`config.mk`:
```
export PLATFORM = sky130hd
export DESIGN_NAME = matrix_op_sequencer
export DESIGN_NICKNAME = d
export VERILOG_FILES = /design/src/rtl/matrix_op_sequencer.sv
export SDC_FILE = /design/constraint.sdc
export NUM_CORES = 1
export LEC_CHECK = 0
export CORE_AREA = 4 4 258 260
export DETAILED_ROUTE_END_ITERATION = 7
export DIE_AREA = 0 0 262 264
export PLACE_DENSITY = 0.71
export SETUP_SLACK_MARGIN = 0.2
export SLEW_MARGIN = 20
export SYNTH_ARGS = -nofsm -noshare
export SYNTH_HDL_FRONTEND = slang
export SYNTH_SLANG_ARGS = --single-unit
export TNS_END_PERCENT = 30
```
`constraint.sdc`:
```
create_clock -name clk -period 31.5 [get_ports clk]
set_clock_uncertainty 0.15 [all_clocks]
set_input_delay 6.3 -clock clk [delete_from_list [all_inputs] [get_ports clk]]
set_output_delay 6.3 -clock clk [all_outputs]
set_load 0.02 [all_outputs]
```
`src/rtl/matrix_op_sequencer.sv`:
```
// Byte-serial load / execute / store sequencer for the element-wise matrix units.
// Defining MATRIX_SEQ_ABORT_EN adds an abort input that cancels a running command.
module matrix_op_sequencer #(
  parameter int ADDR_W   = 8,
  parameter int ELEM_MAX = 25
) (
  input  logic                  clk,
  input  logic                  reset,
  input  logic                  start,
`ifdef MATRIX_SEQ_ABORT_EN
  input  logic                  abort,
`endif
  input  logic [1:0]            opcode,
  input  logic [1:0]            matrix_size,
  input  logic [ADDR_W-1:0]     base_a,
  input  logic [ADDR_W-1:0]     base_b,
  input  logic [ADDR_W-1:0]     base_r,
  output logic [ADDR_W-1:0]     mem_addr,
  output logic                  mem_rd,
  input  logic [7:0]            mem_rdata,
  output logic                  mem_wr,
  output logic [7:0]            mem_wdata,
  output logic [ELEM_MAX*8-1:0] matrix_a,
  output logic [ELEM_MAX*8-1:0] matrix_b,
  output logic [1:0]            op_sel,
  output logic [1:0]            dp_size,
  input  logic [ELEM_MAX*8-1:0] result_in,
  input  logic                  overflow_in,
  output logic                  busy,
  output logic                  done,
  output logic                  overflow
);

  localparam int CNT_W = $clog2(ELEM_MAX + 1);

  typedef enum logic [2:0] {
    IDLE, LOAD_A, LOAD_B, EXEC, STORE, DONE
  } state_t;

  state_t               state;
  logic [CNT_W-1:0]     cnt;
  logic [CNT_W-1:0]     cnt_nx;
  logic [CNT_W-1:0]     n;
  logic [ADDR_W-1:0]    base_a_q;
  logic [ADDR_W-1:0]    base_b_q;
  logic [ADDR_W-1:0]    base_r_q;
  logic [ELEM_MAX*8-1:0] res;
  logic                 abort_hit;

  always_comb begin
    n = CNT_W'(4);
    unique case (dp_size)
      2'b00: n = CNT_W'(4);
      2'b01: n = CNT_W'(9);
      2'b10: n = CNT_W'(16);
      2'b11: n = CNT_W'(25);
    endcase
  end

  assign cnt_nx = cnt + CNT_W'(1);
  assign busy   = (state != IDLE);

`ifdef MATRIX_SEQ_ABORT_EN
  assign abort_hit = abort && (state != IDLE);
`else
  assign abort_hit = 1'b0;
`endif

  // Load phases run N+1 cycles: address k goes out in cycle k,
  // its byte lands in cycle k+1.
  always_ff @(posedge clk or posedge reset) begin
    if (reset) begin
      state     <= IDLE;
      cnt       <= '0;
      base_a_q  <= '0;
      base_b_q  <= '0;
      base_r_q  <= '0;
      res       <= '0;
      matrix_a  <= '0;
      matrix_b  <= '0;
      op_sel    <= '0;
      dp_size   <= '0;
      mem_addr  <= '0;
      mem_wdata <= '0;
      mem_rd    <= 1'b0;
      mem_wr    <= 1'b0;
      done      <= 1'b0;
      overflow  <= 1'b0;
    end else begin
      done <= 1'b0;
      if (abort_hit) begin
        state    <= IDLE;
        mem_rd   <= 1'b0;
        mem_wr   <= 1'b0;
        overflow <= 1'b0;
      end else begin
        unique case (state)
          IDLE: begin
            if (start) begin
              op_sel   <= opcode;
              dp_size  <= matrix_size;
              base_a_q <= base_a;
              base_b_q <= base_b;
              base_r_q <= base_r;
              matrix_a <= '0;
              matrix_b <= '0;
              overflow <= 1'b0;
              mem_rd   <= 1'b1;
              mem_addr <= base_a;
              cnt      <= '0;
              state    <= LOAD_A;
            end
          end
          LOAD_A: begin
            if (cnt != '0)
              matrix_a[8*(int'(cnt)-1) +: 8] <= mem_rdata;
            if (cnt == n) begin
              cnt      <= '0;
              mem_rd   <= 1'b1;
              mem_addr <= base_b_q;
              state    <= LOAD_B;
            end else begin
              cnt      <= cnt_nx;
              mem_rd   <= (cnt_nx != n);
              mem_addr <= base_a_q + ADDR_W'(cnt_nx);
            end
          end
          LOAD_B: begin
            if (cnt != '0)
              matrix_b[8*(int'(cnt)-1) +: 8] <= mem_rdata;
            if (cnt == n) begin
              cnt   <= '0;
              state <= EXEC;
            end else begin
              cnt      <= cnt_nx;
              mem_rd   <= (cnt_nx != n);
              mem_addr <= base_b_q + ADDR_W'(cnt_nx);
            end
          end
          EXEC: begin
            res       <= result_in;
            overflow  <= overflow_in;
            cnt       <= '0;
            mem_wr    <= 1'b1;
            mem_addr  <= base_r_q;
            mem_wdata <= result_in[7:0];
            state     <= STORE;
          end
          STORE: begin
            if (cnt_nx == n) begin
              mem_wr <= 1'b0;
              state  <= DONE;
            end else begin
              cnt       <= cnt_nx;
              mem_addr  <= base_r_q + ADDR_W'(cnt_nx);
              mem_wdata <= res[8*int'(cnt_nx) +: 8];
            end
          end
          DONE: begin
            done  <= 1'b1;
            state <= IDLE;
          end
          default: state <= IDLE;
        endcase
      end
    end
  end

endmodule

```
Yosys cells after proc, flatten, opt, wreduce, memory -nomap -nowiden
Cells that the tools add are included.
{"block": "classes", "n_addsub": 6, "bitwise": 0, "n_mux": 33, "multipliers": 0, "div": 0, "n_eq_ne": 19, "n_reduce_logical": 22, "n_lt_le_gt_ge": 0, "shift": 3}
{"cell": "200-bit one-hot mux with 2 select lines", "count": 2}
{"cell": "200-bit two-way mux", "count": 3}
{"cell": "200-bit bitwise mux", "count": 2}
{"cell": "8-bit by 33-bit variable shift with 200-bit output (first input constant)", "count": 1}
{"cell": "200-bit by 9-bit variable part select with 8-bit output", "count": 1}
{"cell": "8-bit by 33-bit variable part select with 200-bit output", "count": 1}
{"cell": "8-bit two-way mux", "count": 5}
{"cell": "5-bit one-hot mux with 4 select lines", "count": 2}
{"cell": "8-bit one-hot mux with 5 select lines", "count": 1}
{"cell": "9-bit negation with 33-bit output", "count": 1}
{"cell": "8-bit by 5-bit adder with 8-bit output", "count": 3}
{"cell": "2-bit != test (second input constant)", "count": 8}
{"cell": "8-bit one-hot mux with 2 select lines", "count": 1}
{"cell": "5-bit two-way mux", "count": 3}
{"cell": "3-bit one-hot mux with 5 select lines", "count": 1}
{"cell": "3-bit two-way mux", "count": 4}
{"cell": "3-bit AND reduction", "count": 4}
{"cell": "5-bit equality test", "count": 2}
{"cell": "5-bit nonzero test", "count": 2}
{"cell": "2-bit AND reduction", "count": 4}
{"cell": "4-bit AND reduction", "count": 2}
{"cell": "2-bit nonzero test", "count": 4}
{"cell": "3-bit by 2-bit equality test with 1-bit output (second input constant)", "count": 2}
{"cell": "3-bit equality test (second input constant)", "count": 2}
{"cell": "14 further kinds", "count": 22}
{"block": "totals", "memories": 0, "latchBits": 0, "rom_bits": 0, "out_inout_bits": 425, "regBits": 656, "ramBits": 0}

Depth between registers and ports, before layout
Gate-level depths: netlist of run 1.
{"block": "depth", "ltp_word": 6, "ltp_mapped": 19, "mapped_depth_nobuf": 15}

Worst setup path before layout of run 1
OpenSTA, ideal clock, no wires.
{"block": "synth_path", "path_type": "input port to flip-flop", "start": "in start", "end": "reg matrix_b[152]", "setup_slack_ps": 23665, "setup_ps": 121, "cell_stages": 6, "n_path_buf": 2, "arrival_ps": 7564, "path_cell_list": "nor2_1 > a2111oi_0 > buf_2 > buf_2 > nand2_1 > a22o_1"}
{"block": "synth_between", "elab_chain_cells": 2}
{"element": "from (decl)", "line": "9", "text": "input logic start,"}
{"element": "2-bit != test (no source line)"}
{"element": "3-bit AND reduction (no source line)"}
{"element": "to (signal, indexed assignment)", "line": "130", "text": "matrix_b[8*(int'(cnt)-1) +: 8] <= mem_rdata;"}
{"element": "to (decl)", "line": "24", "text": "output logic [ELEM_MAX*8-1:0] matrix_b,"}
No other way between the ends.
A chain may end at the register's enable or synchronous reset.

==> results.cfg, run 1 <==
[clock_network]
cts.path.max_buffers = 3
cts_setup_buffers = 0
clk_pin_slew_ns = 0.06
post_cts_resized = 0
root_buffer = clkbuf_16
clkLatencyLatePin_ns = 0.61
h-tree-depth = 3
cts_num_sinks = 656
holdBufCountCts = 0
tritoncts = done
cts_inserted_buffers = 72

[worst_setup_path]
r2r_slack_ns = 25.94
crit_path_end_kind = async pin
start_kind = input pin
rr_worst_depth = 14
crit_arrival_ns = 9.99
required_ns = 32.01
reg2reg_from = cnt[0]$_DFFE_PP0P_
reg2reg_to = matrix_b[145]$_DFFE_PP0P_
worst-path-max-fanout = 130
worstSetupPathType = input pin to async pin

[power]
peakVddDrop_v = 0.0000527
power_density_nw_per_um2 = 84.5
p_leak_nw = 16.3

[route]
drt_iter0_drc = 2016
drt-total-wl_um = 98000
drc = 0
routedWlPerCell_um = 27.2
drtAntennaViolNets = 0
first_pass_iters = 5
via_count = 21400
avgViaCountPerCell = 5.95

[global_route]
grt_pass1_vias = 21800
gr-total-overflow = 0
grt_pass1_wl_um = 145000
track_usage_pct = 27.7
grt_max_degree = 194
antenna_found_initial = 13

[min_path]
holdPathStages = 2
hold_class = flip-flop to flip-flop
whs_endpoint = mem_addr[0]$_DFFE_PP0P_
hp-start = mem_addr[0]$_DFFE_PP0P_

[die]
core_um2 = 64100
die_h_um = 264
num_io_pins = 665
die_w_um = 262
die_area_um2 = 69200
num_rows = 93
initial_core_util_pct = 43.2

[timing]
finalMaxSlewViolations = 0
fin_ws_ns = 22.02
max_slew_margin_pct = 26.2
finalCritPeriodShare_pct = 30.1
max_freq_mhz = 105
worst_pin_slew_ns = 1.10
setup_tns_ns = 0
whs_ns = 0.336
hold_viol_final = 0
setup_viol = 0
rsz0062_at_grt = no
min_period_ns = 9.48

[job]
maxCapViolations = 0

[yosys]
synth_warnings = 0
async_reset_ff_share_pct = 100
synth-seq-cells = 656
netlist_area_um2 = 27700
netlist_instances = 2079
syn_avg_cell_area_um2 = 13.3
synth_fp_nets = 2342
synth_top_flop_cell = dfrtp_1
ys_types = 75
seq_area_frac_synth_pct = 59.2
synth_edf_count = 0

[placed_design]
portBuffers = 664
dpl.cell_count = 3465
hpwl_um = 72300
pre_cts_ws_ns = 21.29
routabilityCongestion = 0.873
dpl-instance-area_um2 = 35100

[cells_and_area]
fin_area_um2 = 37500
nNetsFinal = 2948
drive_gt1_share_pct = 16.3
syn_to_final_growth_pct = 35.3
fin_cells = 3602

[outcome]
status = completed
==> placed cells by master (no fill, tap or decap), types with 14 or more instances in the layout <==
master	instances
clkdlybuf4s50_1	664
dfrtp_1	655
a22o_1	395
mux2_2	203
nand2_1	161
clkbuf_16	74
nor2_1	57
mux4_2	56
o21ai_0	42
nor3_1	28
and2_1	28
a21oi_1	23
buf_4	21
ha_1	20
inv_1	15
a211oi_1	14
clkbuf_8	14
==> report_power, final <==
| group | switching [mW] | leakage, nW | internal, mW |
|---|---|---|---|
| clock | 0.350 | 1.18 | 0.508 |
| combinational | 0.691 | 6.47 | 0.505 |
| sequential | 0.102 | 8.61 | 1.01 |
| total | 1.14 | 16.3 | 2.03 |
==> cell usage after synthesis (all sizes together) (10+ instances only) <==
cell type	count	share of area, %
clkbuf	89	1.2
and3	10	0.23
mux2i	13	0.47
a21oi	23	0.42
mux4	56	4.5
nand3	13	0.23
a211oi	14	0.38
nor3	32	0.65
nor2	72	1.1
xnor2	11	0.35
o21ai	48	0.87
a22o	395	12
buf	67	1.3
ha	21	0.95
mux2	203	8.2
and2	29	0.65
inv	19	0.26
dfrtp	656	59
nand2	165	2.3
==> state kept, by name, indices dropped and copies added, names as in the netlist, 2 cells and up <==
name	count
matrix_a	200
matrix_b	200
res	200
base_a_q	8
base_b_q	8
base_r_q	8
mem_addr	8
mem_wdata	8
cnt	5
state	3
dp_size	2
op_sel	2
==> how the worst max path moves through the flow <==
stage	startpoint	slack, ns	depth (start not counted)	endpoint
detailed placement	reset	21.29	5	matrix_b[128]$_DFFE_PP0P_
global route	reset	21.49	6	matrix_a[132]$_DFFE_PP0P_
global placement	reset	21.41	5	matrix_b[128]$_DFFE_PP0P_
CTS	reset	21.93	5	matrix_a[130]$_DFFE_PP0P_
floorplan	reset	6.67	1	base_a_q[0]$_DFFE_PP0P_
finish	reset	22.02	6	matrix_a[131]$_DFFE_PP0P_
==> cell type report <==
class | instances | area [µm²]
inverter | 19 | 78.8
clock buffer | 100 | 2090
multi-input combinational | 1248 | 10700
sequential | 656 | 16400
tap | 855 | 1070
fill | 5053 | 26600
clock inverter | 25 | 317
antenna | 11 | 27.5
timing repair buffer | 688 | 6860
==> layer usage <==
metal  share of wire, %  vias up  GRT usage (%)
met5              0.046        -              0
met3                9.5      236           7.04
met1                 37    11000           34.8
li1                   -     9029              -
met4                5.1        6           12.9
met2                 48     1193           45.1
==> critical path: stages <==
cell and delay [ns]:
clkdlybuf4s50_1 0.49, inv_8 0.61, buf_4 0.67, buf_4 0.80, buf_12 0.39, buf_16 0.47
==> per-stage QoR <==
stage | total power [mW] | utilization, %
finish | 3.17 | 58.5
global route | 3.33 | 58.5
CTS | 3.18 | 58.4
detailed placement | 2.32 | 54.7
global placement | 2.28 | 54.7
floorplan | 1.93 | -
==> logic make-up after synthesis <==
kind of cell | share of synthesized area, %
multiplexers | 13.3
AO/OA/AOI/OAI | 16.8
buffers and inverters | 2.72
flip-flops | 59.2
AND/OR/NAND/NOR | 6.31
adder cells (fa/ha/maj) | 1.09
XOR/XNOR | 0.600
No activity file was read; power rests on OpenSTA's default activity.
==> inputs of run 2 (changes only) <==
Clock period 31.5 ns to 9.25 ns, I/O delays scaled along.
==> run 2 against run 1 <==
Combinational power rose to 3.3 times the previous value; non-clock buffer count fell by 4; power grew to 3.4 times the previous value; global-route usage rose by 0.19 points; die area stayed put; cell count up 0.17%; sequential power grew to 3.5 times the previous value; first-iteration DRC count fell by 13%; setup slack worse by 19 ns; sequential share of layout area barely moved; sequential cell count unchanged; critical path type is now flip-flop to flip-flop.
==> results.cfg, run 2 (synthesized netlist as in run 1, its figures left out) <==
[outcome]
status = completed

[global_route]
grt_max_degree = 184
grt_pass1_vias = 21600
gr-total-overflow = 0
track_usage_pct = 27.9
grt_pass1_wl_um = 145000
antenna_found_initial = 27

[cells_and_area]
syn_to_final_growth_pct = 35.5
layout_commonest_cell = clkdlybuf4s50_1
top_regs = matrix_a (200), matrix_b (200), res (200)
fin_cells = 3608
drive_gt1_share_pct = 16.2
final_cell_mix = clkdlybuf4s50_1, dfrtp_1, a22o_1
fill_cells = 5053
nNetsFinal = 2942

[die]
die_area_um2 = 69200
die_w_um = 262
core_um2 = 64100
num_rows = 93
die_h_um = 264
num_io_pins = 665
initial_core_util_pct = 43.2

[timing]
rsz0062_at_grt = no
finalMaxSlewViolations = 0
hold_viol_final = 0
whs_ns = 0.330
max_freq_mhz = 166
fin_ws_ns = 3.24
setup_viol = 0
min_period_ns = 6.01
worst_pin_slew_ns = 1.18
max_slew_margin_pct = 21.3
finalCritPeriodShare_pct = 64.9

[route]
drc = 0
drtAntennaViolNets = 0
via_count = 21300
drt_iter0_drc = 1764
first_pass_iters = 5
avgViaCountPerCell = 5.89
routedWlPerCell_um = 27.4
drt-total-wl_um = 98800

[clock_network]
cts_setup_buffers = 0
cts_inserted_buffers = 70
h-tree-depth = 3
tritoncts = done
clkLatencyLatePin_ns = 0.61
clk_pin_slew_ns = 0.06
post_cts_resized = 0
holdBufCountCts = 0
root_buffer = clkbuf_16
cts.path.max_buffers = 3
cts_num_sinks = 656

[power]
p_leak_nw = 16.2
power_density_nw_per_um2 = 287
finalPower_mw = 10.8
peakVddDrop_v = 0.000196

[worst_setup_path]
cp_slowest_stage_delay_ns = 1.08
worst-path-max-fanout = 56
crit_arrival_ns = 6.39
worstSetupPathType = flip-flop to flip-flop
path_delay_family = simple AND/OR/NAND/NOR gates
cp_slowest_cell = dfrtp_4
cp_common_cell = nand2_1
path_buf_inv = 2
crit_path_end_kind = flip-flop
start_kind = flip-flop
worstPathCellList = inv_2, ha_1, nor2_1, nand3_1, a21oi_1, nand2_1, inv_1, ha_1, nand2_1, or3_1, a2111oi_4, nand2_1, nor2_4, a22o_1
required_ns = 9.63

[placed_design]
portBuffers = 664
dpl.cell_count = 3460
pre_cts_ws_ns = 3.30
hpwl_um = 72700
routabilityCongestion = 0.886

[job]
maxCapViolations = 0

[min_path]
hold_class = flip-flop to flip-flop
[run 2: cell types whose count changed in the layout (fill, tap and decap cells not counted), sizes merged]
cell and delta:
diode +8, clkinv +6, buf -4, inv -3, clkinvlp -1
[run 2: per-stage QoR]
stage | TNS [ns] | cell area [µm²] | util [%]
floorplan | -1126.04 | 27700 | -
global placement | 0 | 35000 | 54.7
detailed placement | 0 | 35000 | 54.7
CTS | 0 | 37400 | 58.4
global route | 0 | 37600 | 58.6
finish | 0 | 37600 | 58.6
[run 2: worst register-to-register path, cell delays in order (launching register included)]
cell,delay [ns]
dfrtp_4,1.08
inv_2,0.40
ha_1,0.43
nor2_1,0.13
nand3_1,0.09
a21oi_1,0.40
nand2_1,0.16
inv_1,0.10
ha_1,0.37
nand2_1,0.08
or3_1,0.42
a2111oi_4,0.56
nand2_1,0.32
nor2_4,0.96
a22o_1,0.30
[run 2: metal layers]
metal  GRT usage (%)  up-vias  part of all wire, %
li1                -     9067                    -
met1            34.7    10900                   37
met2            45.2     1069                   48
met3            7.25      239                  8.9
met4            14.0       12                  5.4
met5               0        -                0.074
[run 2: report_power, final]
| part | internal, mW | switching [mW] |
|---|---|---|
| combinational | 1.72 | 2.29 |
| clock | 1.68 | 1.21 |
| sequential | 3.45 | 0.438 |
| total | 6.84 | 3.94 |
[run 2: worst paths after layout]
check                                   startpoint                        end  slack [ns]  cells past startpoint
max reg2reg                     cnt[0]$_DFFE_PP0P_  matrix_b[132]$_DFFE_PP0P_        3.24                     14
min reg2reg                mem_addr[3]$_DFFE_PP0P_    mem_addr[3]$_DFFE_PP0P_        0.33                      2
min                        mem_addr[3]$_DFFE_PP0P_    mem_addr[3]$_DFFE_PP0P_        0.33                      2
max in group asynchronous                    reset  matrix_a[158]$_DFFE_PP0P_        5.61                      4
min in group asynchronous                    reset  matrix_a[142]$_DFFE_PP0P_        1.63                      3
max                             cnt[0]$_DFFE_PP0P_  matrix_b[132]$_DFFE_PP0P_        3.24                     14
[run 2: layout make-up]
type	instances	area, µm²	share of cell area, %
diodes	19	47.5	0.127
clock buffers	100	2000	5.34
clock inverters	27	394	1.05
inverters	19	75.1	0.200
multi-input cells	1248	10700	28.4
flip-flops and latches	656	16400	43.7
well taps	855	1070	2.85
repair buffers	684	6880	18.3
